**src/rtl/expr_unpack_pkg.sv**
```systemverilog
// Shared definitions for the expression-result unpacker: bus geometry,
// per-field slice helpers and the FSM state type.
package expr_unpack_pkg;

    localparam int NFIELDS  = 18;
    localparam int PACKED_W = 90;

    typedef enum logic [1:0] {
        IDLE,
        LOAD,
        EMIT
    } state_t;

    // Fields come in groups of three (4, 5 and 6 bits wide) packed into 15-bit slots.
    function automatic logic [6:0] f_msb(input logic [4:0] i);
        int t;
        int j;
        int off;
        t   = int'(i) / 3;
        j   = int'(i) % 3;
        off = (j == 0) ? 0 : ((j == 1) ? 4 : 9);
        return 7'(PACKED_W - 1 - 15 * t - off);
    endfunction

    function automatic logic [2:0] f_width(input logic [4:0] i);
        return 3'(4 + int'(i) % 3);
    endfunction

    // Every second group of three fields is signed.
    function automatic logic f_signed(input logic [4:0] i);
        return (int'(i) % 6) >= 3;
    endfunction

endpackage

```
**src/rtl/expr_unpack_fifo.sv**
```systemverilog
// Small count-based FIFO holding whole packed result words.
module expr_unpack_fifo
    import expr_unpack_pkg::*;
#(
    parameter int DEPTH = 2
) (
    input  logic                clk,
    input  logic                rst_n,
    input  logic                push_valid_i,
    output logic                push_ready_o,
    input  logic [PACKED_W-1:0] push_data_i,
    input  logic                pop_i,
    output logic                empty_o,
    output logic [PACKED_W-1:0] head_o
);

    localparam int AW = (DEPTH > 1) ? $clog2(DEPTH) : 1;
    localparam int CW = AW + 1;

    logic [PACKED_W-1:0] mem_q [DEPTH];
    logic [AW-1:0]       wr_ptr_q, wr_ptr_d;
    logic [AW-1:0]       rd_ptr_q, rd_ptr_d;
    logic [CW-1:0]       count_q, count_d;
    logic                push;
    logic                pop;

    assign push_ready_o = (count_q != CW'(DEPTH));
    assign empty_o      = (count_q == '0);
    assign head_o       = mem_q[rd_ptr_q];
    assign push         = push_valid_i && push_ready_o;
    assign pop          = pop_i && !empty_o;

    // Pointers wrap naturally because DEPTH is a power of two.
    always_comb begin
        wr_ptr_d = wr_ptr_q;
        rd_ptr_d = rd_ptr_q;
        count_d  = count_q;
        if (push) begin
            wr_ptr_d = wr_ptr_q + AW'(1);
        end
        if (pop) begin
            rd_ptr_d = rd_ptr_q + AW'(1);
        end
        if (push && !pop) begin
            count_d = count_q + CW'(1);
        end else if (pop && !push) begin
            count_d = count_q - CW'(1);
        end
    end

    // Pointer and occupancy registers.
    always_ff @(posedge clk or negedge rst_n) begin
        if (!rst_n) begin
            wr_ptr_q <= '0;
            rd_ptr_q <= '0;
            count_q  <= '0;
        end else begin
            wr_ptr_q <= wr_ptr_d;
            rd_ptr_q <= rd_ptr_d;
            count_q  <= count_d;
        end
    end

    // Storage needs no reset; the empty count keeps stale entries invisible.
    always_ff @(posedge clk) begin
        if (push) begin
            mem_q[wr_ptr_q] <= push_data_i;
        end
    end

endmodule

```
**src/rtl/expr_result_unpacker.sv**
```systemverilog
// Streams each buffered 90-bit result word out as 18 sign-/zero-extended field beats.
// Define EXPR_UNPACK_CSUM_EN to append a 19th XOR-checksum beat to every word.
module expr_result_unpacker
    import expr_unpack_pkg::*;
#(
    parameter int DEPTH = 2,
    parameter int OUT_W = 8
) (
    input  logic                clk,
    input  logic                rst_n,
    input  logic                in_valid,
    output logic                in_ready,
    input  logic [PACKED_W-1:0] in_data,
    output logic                out_valid,
    input  logic                out_ready,
    output logic [4:0]          field_idx,
    output logic [OUT_W-1:0]    field_val,
    output logic                field_last
);

`ifdef EXPR_UNPACK_CSUM_EN
    localparam logic CSUM_EN = 1'b1;
`else
    localparam logic CSUM_EN = 1'b0;
`endif

    localparam logic [4:0] LAST_IDX = CSUM_EN ? 5'(NFIELDS) : 5'(NFIELDS - 1);

    // The 6-bit window below a field's msb always covers the field, and its
    // top bit is the field's sign bit regardless of the field width.
    function automatic logic [OUT_W-1:0] f_extract(input logic [PACKED_W-1:0] word,
                                                   input logic [4:0]          i);
        logic [5:0]       win;
        logic [2:0]       w;
        logic [OUT_W-1:0] res;
        win = word[f_msb(i) -: 6];
        w   = f_width(i);
        res = OUT_W'(win >> (3'd6 - w));
        if (f_signed(i) && win[5]) begin
            res = res | ({OUT_W{1'b1}} << w);
        end
        return res;
    endfunction

    state_t               state_q, state_d;
    logic [PACKED_W-1:0]  shadow_q, shadow_d;
    logic [4:0]           idx_q, idx_d;
    logic [OUT_W-1:0]     val_q, val_d;
    logic                 last_q, last_d;
    logic                 valid_q, valid_d;
    logic [OUT_W-1:0]     csum_q, csum_d;
    logic [4:0]           nidx;
    logic [OUT_W-1:0]     nval;
    logic                 fifo_pop;
    logic                 fifo_empty;
    logic [PACKED_W-1:0]  fifo_head;

    expr_unpack_fifo #(
        .DEPTH (DEPTH)
    ) u_fifo (
        .clk          (clk),
        .rst_n        (rst_n),
        .push_valid_i (in_valid),
        .push_ready_o (in_ready),
        .push_data_i  (in_data),
        .pop_i        (fifo_pop),
        .empty_o      (fifo_empty),
        .head_o       (fifo_head)
    );

    assign out_valid  = valid_q;
    assign field_idx  = idx_q;
    assign field_val  = val_q;
    assign field_last = last_q;

    // Next-state logic: load a word, then walk its fields while the consumer accepts.
    always_comb begin
        state_d  = state_q;
        shadow_d = shadow_q;
        idx_d    = idx_q;
        val_d    = val_q;
        last_d   = last_q;
        valid_d  = valid_q;
        csum_d   = csum_q;
        fifo_pop = 1'b0;
        nidx     = idx_q + 5'd1;
        nval     = '0;
        unique case (state_q)
            IDLE: begin
                valid_d = 1'b0;
                if (!fifo_empty) begin
                    state_d = LOAD;
                end
            end
            LOAD: begin
                fifo_pop = 1'b1;
                shadow_d = fifo_head;
                idx_d    = '0;
                nval     = f_extract(fifo_head, 5'd0);
                val_d    = nval;
                csum_d   = nval;
                last_d   = 1'b0;
                valid_d  = 1'b1;
                state_d  = EMIT;
            end
            EMIT: begin
                if (out_ready) begin
                    if (last_q) begin
                        valid_d = 1'b0;
                        last_d  = 1'b0;
                        state_d = fifo_empty ? IDLE : LOAD;
                    end else begin
                        idx_d  = nidx;
                        last_d = (nidx == LAST_IDX);
                        if (CSUM_EN && (nidx == 5'(NFIELDS))) begin
                            val_d = csum_q;
                        end else begin
                            nval   = f_extract(shadow_q, nidx);
                            val_d  = nval;
                            csum_d = csum_q ^ nval;
                        end
                    end
                end
            end
            default: begin
                state_d = IDLE;
            end
        endcase
    end

    // State and registered output beat; reset discards any word in flight.
    always_ff @(posedge clk or negedge rst_n) begin
        if (!rst_n) begin
            state_q  <= IDLE;
            shadow_q <= '0;
            idx_q    <= '0;
            val_q    <= '0;
            last_q   <= 1'b0;
            valid_q  <= 1'b0;
            csum_q   <= '0;
        end else begin
            state_q  <= state_d;
            shadow_q <= shadow_d;
            idx_q    <= idx_d;
            val_q    <= val_d;
            last_q   <= last_d;
            valid_q  <= valid_d;
            csum_q   <= csum_d;
        end
    end

endmodule

```
**config.mk**
```make
export PLATFORM = sky130hd
export DESIGN_NAME = expr_result_unpacker
export DESIGN_NICKNAME = d
export VERILOG_FILES = /design/src/rtl/expr_unpack_pkg.sv /design/src/rtl/expr_unpack_fifo.sv /design/src/rtl/expr_result_unpacker.sv
export SDC_FILE = /design/constraint.sdc
export NUM_CORES = 1
export LEC_CHECK = 0
export CORE_AREA = 2 2 211 233
export CTS_CLUSTER_SIZE = 25
export DETAILED_ROUTE_END_ITERATION = 16
export DIE_AREA = 0 0 213 235
export PLACE_DENSITY = 0.52
export SLEW_MARGIN = 5
export SYNTH_ARGS = -nofsm -noshare
export SYNTH_HDL_FRONTEND = slang
export SYNTH_HIERARCHICAL = 1
export SYNTH_SLANG_ARGS = --single-unit
```
**constraint.sdc**
```tcl
create_clock -name clk -period 9.95 [get_ports clk]
set_clock_uncertainty 0.15 [all_clocks]
set_input_delay 1.99 -clock clk [delete_from_list [all_inputs] [get_ports clk]]
set_output_delay 1.99 -clock clk [all_outputs]
set_load 0.02 [all_outputs]
```
==> summary by stage <==
Clocking
Hold repair after CTS inserted 0 buffers. The clock tree root buffer cell is sky130_fd_sc_hd__clkbuf_16. The source-to-sink clock delay at the later pin of the worst-skew pair is 0.57 ns.

The buffer depth of the longest clock path is 3. The clock tree from TritonCTS is done. The CTS clock-pin slew for the worst setup and hold paths is 0.07 ns.

The number of sinks handled by clock tree synthesis is 291. TritonCTS created 31 clock buffers. The CTS H-tree depth is 1.

Placed design
The instance area after placement is 18,200 um2. The setup slack at placement is -0.166 ns. The final estimated routing congestion in global placement is 0.882. Detailed placement ended at an HPWL of 28,000 um. The number of buffers added on ports is 109.

Floorplanning
The die span in y is 235 um. The die outline area is 50,100 um2. The placeable core region is 47,600 um2. The die extent in x is 213 um. The initialized floorplan defines 84 standard-cell rows. The boundary pin count is 110. For this configuration, the core starts out at a cell density of 34.7%.

GRT
The wire length of the first global-routing pass is 64,200 um. The number of global-route vias before repair was 11.3k. The total routing usage reported by global routing is 16.1%. The residual overflow from global routing is 0. The largest net degree at the start of global routing is 66.

The number of antenna violations at the first check in global routing is 0.

Timing
The post-layout minimum cycle time is 9.49 ns. The hold violation total from the final report was 0. The actual transition at the worst max-transition pin is 1.06 ns.

Setup repair after global routing left no endpoint under its margin. The max-slew headroom at the worst pin is 29.3%. The upper clock frequency limit is 105 MHz.

The final max-slew violation count is 0. The count of endpoints failing setup in the final report is 0. The worst path meets setup with 0.464 ns of slack. The share of the clock period used by the worst path after layout is 95.3%.

Yosys
The post-synthesis area per instance is 12.4 um2. After synthesis, the netlist uses 89 different library cells. For this run, the number of Yosys warnings is 6. The fraction of synthesis flops using an asynchronous set or reset pin is 38.1%.

The cell taking the most area after synthesis is sky130_fd_sc_hd__edfxtp_1. The commonest cells after synthesis are 338 x sky130_fd_sc_hd__nand2_1, 180 x sky130_fd_sc_hd__edfxtp_1, 111 x sky130_fd_sc_hd__dfrtp_1, 89 x sky130_fd_sc_hd__mux2_4, 83 x sky130_fd_sc_hd__mux4_2. In this run, synthesis inferred 180 flip-flops with an integrated enable. The mapped cell area is 16,500 um2. The number of synthesized register bits is 291. The cell count after synthesis is 1,336. The share of the yosys chip area belonging to registers is 49.5%.

The total nets after synthesis is 1,466. After synthesis, the largest area contributor takes up 32.7% of total cell area. The most frequently used flop master after synthesis is sky130_fd_sc_hd__edfxtp_1.

The most instantiated library cell after synthesis is sky130_fd_sc_hd__nand2_1. Ranked by total cell area, the synthesized netlist is headed by sky130_fd_sc_hd__edfxtp_1 33%, sky130_fd_sc_hd__dfrtp_1 17%, sky130_fd_sc_hd__mux4_2 11%.

Min path
The path class of the lowest-slack min-delay path is flop to flop. For hold timing, the worst endpoint is u_fifo/count_q[1]. The number of cells on the worst hold path is 1.

The startpoint of the worst hold path is u_fifo/count_q[1].

Route
The detailed router finished its first iteration with 766 violations. The detail route stage leaves a number of antenna-violating nets equal to 0. The per-cell routed wire length is 18.8 um. The overall routed net length is 39,800 um. The number of vias per cell after detailed routing is 5.16. Before antenna repair, the detailed router went through 7 iterations.

In the routed design, unresolved DRC markers number 0. The routed design uses 1610 um of met3 wire. The met1 wire length is 17,000 um. The routed layout has 10.9k vias.

The met2 routed wirelength is 20,300 um. The top metal layer carrying routed signals is met4.

Worst setup path
The slowest library cell on the worst path is sky130_fd_sc_hd__ha_1. The reg-to-reg critical path startpoint is field_idx[0]. The kind of end point of the critical path is a flop. For the worst setup path, the data required time is 10.24 ns. In this run the worst path has a maximum fanout of 17.

The critical register-to-register path endpoint is field_val[0]. The stage delay of the slowest cell on the critical path is 0.86 ns. The most used cell along the critical path is sky130_fd_sc_hd__ha_1. The cell family contributing the most delay on the critical path is adder cells. The cell count of the worst reg-to-reg path is 36. The worst setup path is launched from a flop.

The worst setup path category is flop to flop. The buffering stage count on the worst path with inverters included is 7. The worst setup path startpoint is field_idx[0]. The setup slack on the worst flop-to-flop path is 0.46 ns.

STA puts the critical path data arrival time at 9.78 ns.

Finish
In the final layout, the multi-input gates occupy 7730 um2. The total inserted antenna cells is 0. The number of nets in the layout is 1,572.

The layout has 4,515 filler cells. Compared with the post-synthesis result, the final layout area differs by 17.4%. The cell area after layout is 19,400 um2. The fraction of final layout cells with drive strength greater than 1 is 22.0%. Across the whole layout, storage elements account for 8190 um2.

Run status
The flow ran to the end, and the final reports show no timing, DRC or antenna violations.

Run
The max capacitance violation total is 0.
cells by family after synthesis:
group | after synthesis | share of synthesized area, %
fa+ha+maj | 36 | 3.22
compound gates | 165 | 7.07
xor+xnor | 17 | 1.06
flops | 291 | 49.5
mux | 217 | 22.2
buf+inv | 127 | 4.55
simple gates | 483 | 12.5
flip-flops by register name, indices dropped and copies added, names as in the netlist:
signal	cells
u_fifo/mem_q	180
shadow_q	90
field_val	8
field_idx	5
state_q	2
u_fifo/count_q	2
field_last	1
out_valid	1
u_fifo/rd_ptr_q	1
u_fifo/wr_ptr_q	1
area by class of cell:
class	count	share of cell area [%]
inverters	44	0.922
clock inverters	18	0.890
flip-flops and latches	291	42.2
repair buffers	156	7.57
well taps	645	4.16
clock buffers	40	4.43
multi-input cells	918	39.8
timing repair:
| action | in CTS | in global routing |
|---|---|---|
| pin swaps | 1 | 2 |
| setup endpoints to repair | 5 | 8 |
| gates resized for setup | 0 | 18 |
| buffers inserted | 3 | 7 |
how the worst max path moves through the flow:
| stage | to | depth (start not counted) |
|---|---|---|
| 2_1_floorplan | field_val[0] | 42 |
| 3_3_place_gp | field_val[0] | 36 |
| 3_5_place_dp | field_val[0] | 36 |
| 4_1_cts | field_val[0] | 38 |
| 5_1_grt | field_val[0] | 39 |
| 6_report | field_val[0] | 36 |
layer usage:
metal / global-route usage (%) / vias up
met4: 4.17 / 0
met5: 0 / -
met1: 21.1 / 5478
met2: 27.9 / 272
li1: - / 5104
met3: 1.99 / 50
cell usage in the layout (no fill, tap or decap), types with 25 or more instances in the layout:
| cell type | netlist | routed |
|---|---|---|
| sky130_fd_sc_hd__nand2_1 | 338 | 338 |
| sky130_fd_sc_hd__edfxtp_1 | 180 | 180 |
| sky130_fd_sc_hd__dfrtp_1 | 111 | 108 |
| sky130_fd_sc_hd__clkdlybuf4s50_1 | 0 | 108 |
| sky130_fd_sc_hd__mux2_4 | 89 | 89 |
| sky130_fd_sc_hd__mux4_2 | 83 | 83 |
| sky130_fd_sc_hd__buf_4 | 8 | 45 |
| sky130_fd_sc_hd__nor2_1 | 41 | 40 |
| sky130_fd_sc_hd__inv_1 | 38 | 36 |
| sky130_fd_sc_hd__mux2i_1 | 38 | 34 |
| sky130_fd_sc_hd__a21oi_1 | 33 | 33 |
| sky130_fd_sc_hd__clkbuf_16 | 0 | 31 |
| sky130_fd_sc_hd__o21ai_0 | 28 | 28 |
| sky130_fd_sc_hd__nand3_1 | 26 | 25 |
metrics by stage:
step           std cells  setup TNS [ns]  util, %  hold WS [ns]
2_1_floorplan       1336               0        -         0.310
6_report            2112               0     40.8         0.368
5_1_grt             2112               0     40.8         0.405
4_1_cts             2105               0     40.5         0.365
3_3_place_gp        2044               0     38.2         0.355
3_5_place_dp        2044          -0.220     38.2         0.355
Power is not shown: default switching activity piles up to over one toggle a cycle in this logic, so the estimate is an artifact.
